## src/rtl/posit_pkg.sv

```systemverilog
// Shared types, widths and helpers for the posit multiplier core.
package posit_pkg;

  localparam int N  = 8;           // posit word width
  localparam int ES = 3;           // exponent field width

  // Ceiling log2 for elaboration-time width calculations.
  function automatic int log2_ceil(input int value);
    int r;
    r = 0;
    while ((1 << r) < value) r++;
    return r;
  endfunction

  localparam int RS = log2_ceil(N);  // regime value width minus 1
  localparam int MW = N - ES + 3;    // mantissa width, hidden bit at MSB
  localparam int SW = RS + ES + 2;   // signed product scale width
  localparam int PW = 2 * MW;        // full product mantissa width

  // Fields of one operand as delivered by the extraction stage.
  typedef struct packed {
    logic                 sign;
    logic signed [RS:0]   regime;
    logic [ES-1:0]        exponent;
    logic [MW-1:0]        mantissa;
    logic                 zero;
    logic                 nar;
  } operand_t;

  // Stage-1 contents: combined sign/scale/flags plus both mantissas.
  typedef struct packed {
    logic                 sign;
    logic signed [SW-1:0] scale;
    logic [MW-1:0]        mant_a;
    logic [MW-1:0]        mant_b;
    logic                 zero;
    logic                 nar;
  } s1_t;

  // Product before (stage 2) and after (stage 3) normalisation.
  typedef struct packed {
    logic                 sign;
    logic signed [SW-1:0] scale;
    logic [PW-1:0]        mantissa;
    logic                 zero;
    logic                 nar;
  } product_t;

  // regime*2^ES + exponent is just {regime, exponent} because the exponent
  // never reaches 2^ES; sign-extend that to the scale width.
  function automatic logic signed [SW-1:0] scale_of(input logic signed [RS:0] regime,
                                                    input logic [ES-1:0]      exponent);
    logic signed [RS+ES:0] joined;
    joined = {regime, exponent};
    return {{(SW-RS-ES-1){joined[RS+ES]}}, joined};
  endfunction

endpackage

```

## src/rtl/posit_mult_core_if.sv

```systemverilog
// Operand/result handshake bundle for posit_mult_core.
interface posit_mult_core_if;
  import posit_pkg::*;

  logic                 InValid;
  logic                 InReady;
  logic                 ASign;
  logic                 BSign;
  logic signed [RS:0]   ARegime;
  logic signed [RS:0]   BRegime;
  logic [ES-1:0]        AExponent;
  logic [ES-1:0]        BExponent;
  logic [MW-1:0]        AMantissa;
  logic [MW-1:0]        BMantissa;
  logic                 AZero;
  logic                 BZero;
  logic                 ANaR;
  logic                 BNaR;
  logic                 OutValid;
  logic                 OutReady;
  logic                 Sign;
  logic signed [SW-1:0] Scale;
  logic [PW-1:0]        Mantissa;
  logic                 Zero;
  logic                 NaR;

  // Core side.
  modport slave (
    input  InValid, ASign, BSign, ARegime, BRegime, AExponent, BExponent,
           AMantissa, BMantissa, AZero, BZero, ANaR, BNaR, OutReady,
    output InReady, OutValid, Sign, Scale, Mantissa, Zero, NaR
  );

  // Producer/consumer side.
  modport master (
    output InValid, ASign, BSign, ARegime, BRegime, AExponent, BExponent,
           AMantissa, BMantissa, AZero, BZero, ANaR, BNaR, OutReady,
    input  InReady, OutValid, Sign, Scale, Mantissa, Zero, NaR
  );
endinterface

```

## src/rtl/posit_mult_normalise.sv

```systemverilog
// Combinational stage-3 logic: one-bit normalisation of the raw product and
// forcing of zero/NaR results to their canonical all-zero payload.
module posit_mult_normalise
  import posit_pkg::*;
(
  input  product_t raw_i,
  output product_t res_o
);

  // Normalise the product or replace it with a special-value result.
  always_comb begin
    // NOTE: res_o gets a full default before any branch so every path drives it and no latch is inferred.
    res_o = raw_i;
    if (raw_i.nar) begin
      res_o     = '0;
      res_o.nar = 1'b1;
    end else if (raw_i.zero) begin
      res_o      = '0;
      res_o.zero = 1'b1;
    end else if (raw_i.mantissa[PW-1]) begin
      // Product of two [1,2) mantissas reached [2,4): bump the scale.
      res_o.scale = raw_i.scale + SW'(1);
    end else begin
      res_o.mantissa = {raw_i.mantissa[PW-2:0], 1'b0};
    end
  end

endmodule

```

## src/rtl/posit_mult_core.sv

```systemverilog
// Three-stage posit multiplier core: S1 combines signs/scales/flags, S2 forms
// the mantissa product, S3 registers the normalised result. Each stage
// refills whenever it is empty or drains, so bubbles collapse.
module posit_mult_core
  import posit_pkg::*;
(
  input  logic              Clk,
  input  logic              Reset,
  posit_mult_core_if.slave  bus
);

  logic     v1_q, v1_d, v2_q, v2_d, v3_q, v3_d;
  s1_t      s1_q, s1_d;
  product_t s2_q, s2_d, s3_q, s3_d;
  product_t norm;
  logic     load1, load2, load3;
  operand_t op_a, op_b;

  assign op_a = '{sign: bus.ASign, regime: bus.ARegime, exponent: bus.AExponent,
                  mantissa: bus.AMantissa, zero: bus.AZero, nar: bus.ANaR};
  assign op_b = '{sign: bus.BSign, regime: bus.BRegime, exponent: bus.BExponent,
                  mantissa: bus.BMantissa, zero: bus.BZero, nar: bus.BNaR};

  // A stage loads when empty or when the stage after it loads; the chain
  // makes InReady combinational from OutReady.
  assign load3       = !v3_q || bus.OutReady;
  assign load2       = !v2_q || load3;
  assign load1       = !v1_q || load2;
  assign bus.InReady = load1;

  posit_mult_normalise u_normalise (
    .raw_i (s2_q),
    .res_o (norm)
  );

  // Next-state for valid bits and stage data; data only moves with a valid entry.
  always_comb begin
    v1_d = v1_q;
    v2_d = v2_q;
    v3_d = v3_q;
    s1_d = s1_q;
    s2_d = s2_q;
    s3_d = s3_q;

    if (load1) v1_d = bus.InValid;
    if (load1 && bus.InValid) begin
      s1_d.sign   = op_a.sign ^ op_b.sign;
      s1_d.scale  = scale_of(op_a.regime, op_a.exponent) + scale_of(op_b.regime, op_b.exponent);
      s1_d.mant_a = op_a.mantissa;
      s1_d.mant_b = op_b.mantissa;
      s1_d.nar    = op_a.nar | op_b.nar;
      s1_d.zero   = (op_a.zero | op_b.zero) & ~(op_a.nar | op_b.nar);
    end

    if (load2) v2_d = v1_q;
    if (load2 && v1_q) begin
      s2_d.sign     = s1_q.sign;
      s2_d.scale    = s1_q.scale;
      s2_d.mantissa = PW'(s1_q.mant_a) * PW'(s1_q.mant_b);
      s2_d.zero     = s1_q.zero;
      s2_d.nar      = s1_q.nar;
    end

    if (load3) v3_d = v2_q;
    if (load3 && v2_q) s3_d = norm;
  end

  // Pipeline registers.
  always_ff @(posedge Clk or posedge Reset) begin
    if (Reset) begin
      // NOTE: data registers are reset along with the valid bits because the result outputs must read zero out of reset.
      v1_q <= 1'b0;
      v2_q <= 1'b0;
      v3_q <= 1'b0;
      s1_q <= '0;
      s2_q <= '0;
      s3_q <= '0;
    end else begin
      // NOTE: non-blocking assignments so every stage samples the pre-edge value of the stage before it.
      v1_q <= v1_d;
      v2_q <= v2_d;
      v3_q <= v3_d;
      s1_q <= s1_d;
      s2_q <= s2_d;
      s3_q <= s3_d;
    end
  end

  assign bus.OutValid = v3_q;
  assign bus.Sign     = s3_q.sign;
  assign bus.Scale    = s3_q.scale;
  assign bus.Mantissa = s3_q.mantissa;
  assign bus.Zero     = s3_q.zero;
  assign bus.NaR      = s3_q.nar;

endmodule
```

## src/flat_wrapper.sv

```systemverilog
// flat-port wrapper written by rule: the top's interface ports become plain ports
module posit_mult_core_flat import posit_pkg::*;
  (Clk, Reset, bus_InValid, bus_ASign, bus_BSign, bus_ARegime, bus_BRegime, bus_AExponent, bus_BExponent, bus_AMantissa, bus_BMantissa, bus_AZero, bus_BZero, bus_ANaR, bus_BNaR, bus_OutReady, bus_InReady, bus_OutValid, bus_Sign, bus_Scale, bus_Mantissa, bus_Zero, bus_NaR);
  posit_mult_core_if bus_i ();
  input  logic Clk;
  input  logic Reset;
  input wire logic [$bits(bus_i.InValid)-1:0] bus_InValid;
  input wire logic [$bits(bus_i.ASign)-1:0] bus_ASign;
  input wire logic [$bits(bus_i.BSign)-1:0] bus_BSign;
  input wire logic [$bits(bus_i.ARegime)-1:0] bus_ARegime;
  input wire logic [$bits(bus_i.BRegime)-1:0] bus_BRegime;
  input wire logic [$bits(bus_i.AExponent)-1:0] bus_AExponent;
  input wire logic [$bits(bus_i.BExponent)-1:0] bus_BExponent;
  input wire logic [$bits(bus_i.AMantissa)-1:0] bus_AMantissa;
  input wire logic [$bits(bus_i.BMantissa)-1:0] bus_BMantissa;
  input wire logic [$bits(bus_i.AZero)-1:0] bus_AZero;
  input wire logic [$bits(bus_i.BZero)-1:0] bus_BZero;
  input wire logic [$bits(bus_i.ANaR)-1:0] bus_ANaR;
  input wire logic [$bits(bus_i.BNaR)-1:0] bus_BNaR;
  input wire logic [$bits(bus_i.OutReady)-1:0] bus_OutReady;
  output wire logic [$bits(bus_i.InReady)-1:0] bus_InReady;
  output wire logic [$bits(bus_i.OutValid)-1:0] bus_OutValid;
  output wire logic [$bits(bus_i.Sign)-1:0] bus_Sign;
  output wire logic [$bits(bus_i.Scale)-1:0] bus_Scale;
  output wire logic [$bits(bus_i.Mantissa)-1:0] bus_Mantissa;
  output wire logic [$bits(bus_i.Zero)-1:0] bus_Zero;
  output wire logic [$bits(bus_i.NaR)-1:0] bus_NaR;
  assign bus_i.InValid = bus_InValid;
  assign bus_i.ASign = bus_ASign;
  assign bus_i.BSign = bus_BSign;
  assign bus_i.ARegime = bus_ARegime;
  assign bus_i.BRegime = bus_BRegime;
  assign bus_i.AExponent = bus_AExponent;
  assign bus_i.BExponent = bus_BExponent;
  assign bus_i.AMantissa = bus_AMantissa;
  assign bus_i.BMantissa = bus_BMantissa;
  assign bus_i.AZero = bus_AZero;
  assign bus_i.BZero = bus_BZero;
  assign bus_i.ANaR = bus_ANaR;
  assign bus_i.BNaR = bus_BNaR;
  assign bus_i.OutReady = bus_OutReady;
  assign bus_InReady = bus_i.InReady;
  assign bus_OutValid = bus_i.OutValid;
  assign bus_Sign = bus_i.Sign;
  assign bus_Scale = bus_i.Scale;
  assign bus_Mantissa = bus_i.Mantissa;
  assign bus_Zero = bus_i.Zero;
  assign bus_NaR = bus_i.NaR;
  posit_mult_core u_core (.Clk(Clk), .Reset(Reset), .bus(bus_i));
endmodule
```

## config.mk

```make
export PLATFORM = sky130hd
export DESIGN_NAME = posit_mult_core_flat
export DESIGN_NICKNAME = d
export VERILOG_FILES = /design/src/rtl/posit_pkg.sv /design/src/rtl/posit_mult_core_if.sv /design/src/rtl/posit_mult_normalise.sv /design/src/rtl/posit_mult_core.sv /design/src/flat_wrapper.sv
export SDC_FILE = /design/constraint.sdc
export NUM_CORES = 1
export LEC_CHECK = 0
export ABC_AREA = 0
export BUFFER_PORTS_ARGS = -buffer_cell sky130_fd_sc_hd__buf_2
export CAP_MARGIN = 20
export CORE_MARGIN = 8
export CORE_UTILIZATION = 50
export CTS_CLUSTER_SIZE = 16
export DETAILED_ROUTE_END_ITERATION = 7
export GPL_TIMING_DRIVEN = 0
export PLACE_DENSITY = 0.69
export SLEW_MARGIN = 10
export SYNTH_ARGS = -nofsm -noshare
export SYNTH_HDL_FRONTEND = slang
export SYNTH_SLANG_ARGS = --single-unit
```

## constraint.sdc

```tcl
create_clock -name Clk -period 5.1 [get_ports Clk]
set_input_delay 1.02 -clock Clk [delete_from_list [all_inputs] [get_ports Clk]]
set_output_delay 1.02 -clock Clk [all_outputs]
set_load 0.05 [all_outputs]
```

=== Yosys cells after proc, flatten, opt, wreduce, memory -nomap -nowiden ===
Index checks and enable logic that the tools add are counted.

* Bits in registers: 84

* Multipliers: 1
* Mux-type cells: 6
* Bitwise logic cells: 5
* Reductions and logical operators: 9
* Add/subtract/negate cells: 2

{| class="wikitable"
|+ Operator list
! kind !! count
|-
| 2-to-1 mux 27 bit || 1
|-
| 2-to-1 mux 24 bit || 1
|-
| multiplier 8 x 8 -> 16 bit || 1
|-
| 2-to-1 mux 16 bit || 1
|-
| adder 7 x 7 -> 8 bit || 1
|-
| adder 8 x 2 -> 8 bit, second input constant || 1
|-
| 2-to-1 mux 8 bit || 1
|-
| logical AND 1 bit || 3
|-
| zero test 1 bit || 3
|-
| logical OR 1 bit || 3
|-
| 2-to-1 mux 2 bit || 1
|-
| OR 1 bit || 2
|-
| bitwise AND 1 bit || 1
|-
| 2-to-1 mux 1 bit || 1
|-
| NOT 1 bit || 1
|-
| bitwise XOR 1 bit || 1
|}

=== Depth between registers and ports, before layout ===
* Depth in word-level cells: 5
* Depth in mapped cells: 15
* Mapped depth without buffers: 15

=== Cells and area by module ===
From an unflattened synthesis, not the netlist that was laid out.

* Cells, all modules: 549
* Area, all modules: 5876.9 um^2

{| class="wikitable"
|+ Modules (own cells, without submodules)
! module !! area each (um^2) !! times used !! sequential area each (um^2) !! cells an instance
|-
| posit_mult_core || 5439.0 || 1 || 2102.0 || 480
|-
| posit_mult_normalise || 437.9 || 1 || 0.0 || 69
|}

=== Worst setup path before layout ===
OpenSTA, ideal clock, no wires.

* Kind: reg-to-reg
* From: reg u_core.s1_q[9] (netlist name)
* To: reg u_core.s2_q[14] (netlist name)
* Stages on the path, launching flop included: 14
* Clock period less this slack: 3964 ps
* Data arrival time: 3830 ps
* Path buffers: 0
* Slack: 1136 ps
* Cells stage by stage: dfrtp_1 > and2_1 > fa_1 > fa_1 > fa_1 > inv_1 > fa_1 > inv_1 > ha_1 > a21oi_1 > o211ai_1 > a31oi_1 > xor2_1 > o21ai_0

* Cells in the longest elaborated chain, start to end: 1

{| class="wikitable"
|+ Ends and longest elaborated chain
! what !! line !! RTL
|-
| from (decl) || posit_mult_core.sv:13 || <nowiki>s1_t s1_q, s1_d;</nowiki>
|-
| from (signal assigned) || posit_mult_core.sv:75 || <nowiki>s1_q <= '0;</nowiki>
|-
| from (signal assigned) || posit_mult_core.sv:83 || <nowiki>s1_q <= s1_d;</nowiki>
|-
| multiplier 8 x 8 -> 16 bit || posit_mult_core.sv:59 || <nowiki>s2_d.mantissa = PW'(s1_q.mant_a) * PW'(s1_q.mant_b);</nowiki>
|-
| to (signal assigned) || posit_mult_core.sv:76 || <nowiki>s2_q <= '0;</nowiki>
|-
| to (signal assigned) || posit_mult_core.sv:84 || <nowiki>s2_q <= s2_d;</nowiki>
|-
| to (decl) || posit_mult_core.sv:14 || <nowiki>product_t s2_q, s2_d, s3_q, s3_d;</nowiki>
|}

No other way between the ends.
A chain may end at the register's enable or synchronous reset.

=== Final worst setup path ===
Same ends and word-level chain as after synthesis.

==> impl_metrics.yaml <==
outcome:
  status: "finished clean"
synth:
  synth.avg_cell_area_um2: 10.37
  share_of_flip_flops_with_an_asynchronous_set_or_reset_after_synthesis_pct: 100.0
  ys_seq_area_share_pct: 37.18
  post_synth_edffs: 0
  mappedNetlistArea_um2: 5654
  synthesis.nets: 666
  post_synth_num_cell_types: 43
  synth_cells: 545
  ys_seq_elements: 84
  yosys_warnings: 0
  ys_dominant_reg_cell: "sky130_fd_sc_hd__dfrtp_1"
placed_design:
  finalWeightedCongestion: 0.8113
  dpl-instance-area_um2: 6203
  place.detailed.hpwl_um: 8809
  placement.io_buffers: 68
clocking:
  cts.root.buffer_cell: "sky130_fd_sc_hd__clkbuf_16"
  post_cts_resized: 0
  cts_max_path_buffers: 2
  cts-buffers-inserted: 9
  cts_max_level: 3
  numClockSinks: 84
  path_clk_slew_ns: 0.06
  cts_post_setup_buffers_inserted: 0
  clk-insertion-delay-late_ns: 0.33
  tritoncts_clock_tree: "done"
  cts-hold-fix-buffers: 0
final_layout:
  final_nets: 746
  n_antenna_cell: 0
  design_area_um2: 6502
  layout.core_utilization_pct: 57.94
  n_fill_cell: 985
  final_common_cell: "sky130_fd_sc_hd__dfrtp_1"
  commonest_cells_after_routing_fill_and_taps_aside: "84 x sky130_fd_sc_hd__dfrtp_1, 74 x sky130_fd_sc_hd__buf_2, 72 x sky130_fd_sc_hd__nand2_1"
  final_layout_size_suffix_gt1_share_pct: 20.35
  area_growth_syn_to_layout_pct: 15.00
worst_setup_path:
  cell_type_of_the_slowest_stage_on_the_worst_timing_path: "sky130_fd_sc_hd__fa_1"
  crit_path_max_fanout: 9
  worst_ep_arrival_time_ns: 4.50
  cp_cell_sequence: "and2_1 > fa_1 > fa_1 > fa_1 > inv_1 > fa_1 > inv_1 > ha_1 > a21oi_1 > o211ai_1 > a31oi_1 > xor2_1 > o21ai_0"
  timing.critical_path.buf_inv: 2
  worst_setup_path_start_kind: "flip-flop"
  required_time_of_the_critical_path_ns: 5.30
  cell_mode_on_critical_path: "sky130_fd_sc_hd__fa_1"
  critical_path.max_stage_delay_ns: 0.54
  timing.critical_path.max_delay_family: "adder cells"
  setup.worst_path.class: "flip-flop to flip-flop"
  timing.critical_path.to_type: "flip-flop"
global_route:
  antenna_found_initial: 0
  grt-ovfl-total: 0
  globalRouteTotalUtil_pct: 16.08
  number_of_global_route_vias_before_repair: 4222
  pin_count_of_the_biggest_net_entering_global_routing: 54
  first_pass_grt_wire_length_um: 19510
power:
  power_per_cell_area_nw_per_um2: 626.8
  power.leakage_nw: 3.191
  vdd_drop_max_v: 0.0003320
detailed_routing:
  drt_drc_violations_left: 0
  routed-via-count: 4011
  finalWirelength_um: 11130
  drt_pass1_iterations: 4
  wl_per_cell_um: 14.42
  route.antenna.remaining_nets: 0
  route.detailed.vias_per_inst: 5.196
  drt_iter0_markers: 197
sta:
  grt_setup_unrepaired: "no"
  timing.final.crit_period_ns: 4.293
  setup_violations: 0
  post-route-period-util_pct: 84.17
  maxClockFrequency_ghz: 0.2329
  max_slew.worst_pin.slew_ns: 0.6849
  fin_tns_setup_ns: 0
  relative_slew_slack_pct: 54.34
  report.final.slew_viol_count: 0
  clock-skew-final_ns: 0.006445
  timing.final.hold_violations: 0
floorplan:
  io_pins: 69
  floorplan.die.width_um: 122.3
  core_um2: 11220
  die-area_um2: 14970
  row_count: 39
  floorplan.initialDensity_pct: 50.38
  chipHeight_um: 122.3
flow_run:
  max-cap-violations: 0
worst_hold_path:
  worst_hold_path_type: "flip-flop to flip-flop"
==> logic make-up (layout without fill, tap and decap cells) <==
group	count (synthesis)	count (layout)	synth area share (%)
AO/OA/AOI/OAI	92	92	9.494
XOR/XNOR	21	21	3.253
adder cells (fa/ha/maj)	81	81	22.84
buffers and inverters	68	152	4.713
flip-flops	84	84	37.18
multiplexers	48	48	9.206
AND/OR/NAND/NOR	151	151	13.32
==> metal layers <==
metal | GRT usage [%] | share of wire, %
met1 | 20.96 | 47
met2 | 26.65 | 49
met3 | 3.450 | 3.1
met4 | 4.341 | 0.90
met5 | 0 | 0
==> stage by stage <==
stage	total power [mW]	hold slack [ns]	std cells	setup slack, ns
after CTS	4.141	0.4813	772	0.7770
after global placement	3.411	0.4588	756	0.8034
after floorplan	2.925	0.4446	545	1.136
after global routing	4.516	0.5095	772	0.5396
after detailed placement	3.449	0.4672	757	0.7899
final	4.076	0.4747	772	0.8072
==> flip-flops by register name (all words and copies together), names as in the netlist <==
name                 count
u_core.bus.Mantissa     16
u_core.v2_q              1
u_core.bus.OutValid      1
u_core.bus.Zero          1
u_core.bus.Scale         8
u_core.s1_q             27
u_core.v1_q              1
u_core.s2_q             27
u_core.bus.NaR           1
u_core.bus.Sign          1
==> worst reg2reg max path, delay by kind of cell (launching register included) <==
family	cells	cell delay, ns
fa+ha+maj	5	2.44
xor+xnor	1	0.18
flops	1	0.47
simple gates	1	0.22
compound gates	4	0.77
buf+inv	2	0.09
==> report_power, final <==
group	switching [mW]	total [mW]	leakage [nW]	internal, mW
clock network	0.263	0.655	0.145	0.392
logic	1.43	2.37	2.00	0.945
registers	0.175	1.05	1.04	0.872
==> worst paths after layout <==
check | endpoint | cells past startpoint | slack [ns] | from
min in group asynchronous | u_core.s1_q[25]$_DFFE_PP0P_ | 2 | 0.70 | Reset
worst max-delay path | u_core.s2_q[14]$_DFFE_PP0P_ | 13 | 0.81 | u_core.s1_q[9]$_DFFE_PP0P_
worst min-delay path | u_core.bus.Mantissa[13]$_DFFE_PP0P_ | 2 | 0.47 | u_core.bus.Mantissa[13]$_DFFE_PP0P_
worst max register to register | u_core.s2_q[14]$_DFFE_PP0P_ | 13 | 0.81 | u_core.s1_q[9]$_DFFE_PP0P_
worst min register to register | u_core.bus.Mantissa[13]$_DFFE_PP0P_ | 2 | 0.47 | u_core.bus.Mantissa[13]$_DFFE_PP0P_
max in group asynchronous | u_core.bus.Mantissa[2]$_DFFE_PP0P_ | 3 | 3.81 | Reset
==> area by class of cell <==
class | count | area (µm²) | share of cell area, %
multi-input cells | 393 | 3286 | 50.53
clock buffers | 10 | 239.0 | 3.675
well taps | 143 | 178.9 | 2.752
repair buffers | 69 | 367.9 | 5.657
plain buffers | 14 | 63.81 | 0.9813
inverters | 54 | 205.2 | 3.156
flip-flops and latches | 84 | 2102 | 32.33
clock inverters | 5 | 60.06 | 0.9236
==> cells in the mapped netlist (all sizes together), types with 2 or more instances <==
cell	count	share of area (%)
a211oi	3	0.40
a21o	5	0.66
a21oi	16	1.5
a31oi	2	0.22
and2	49	5.4
and3	3	0.33
buf	8	0.73
clkbuf	6	0.40
dfrtp	84	37
fa	37	13
ha	44	9.7
inv	54	3.6
mux2	32	6.4
mux2i	16	2.8
nand2	73	4.9
nand2b	7	0.77
nand4	3	0.33
nor2	7	0.46
nor2b	2	0.35
nor3	3	0.27
o211ai	4	0.53
o21a	3	0.40
o21ai	49	4.3
o31ai	2	0.27
xnor2	7	1.1
xor2	14	2.2
(Power assumes the default switching activity.)
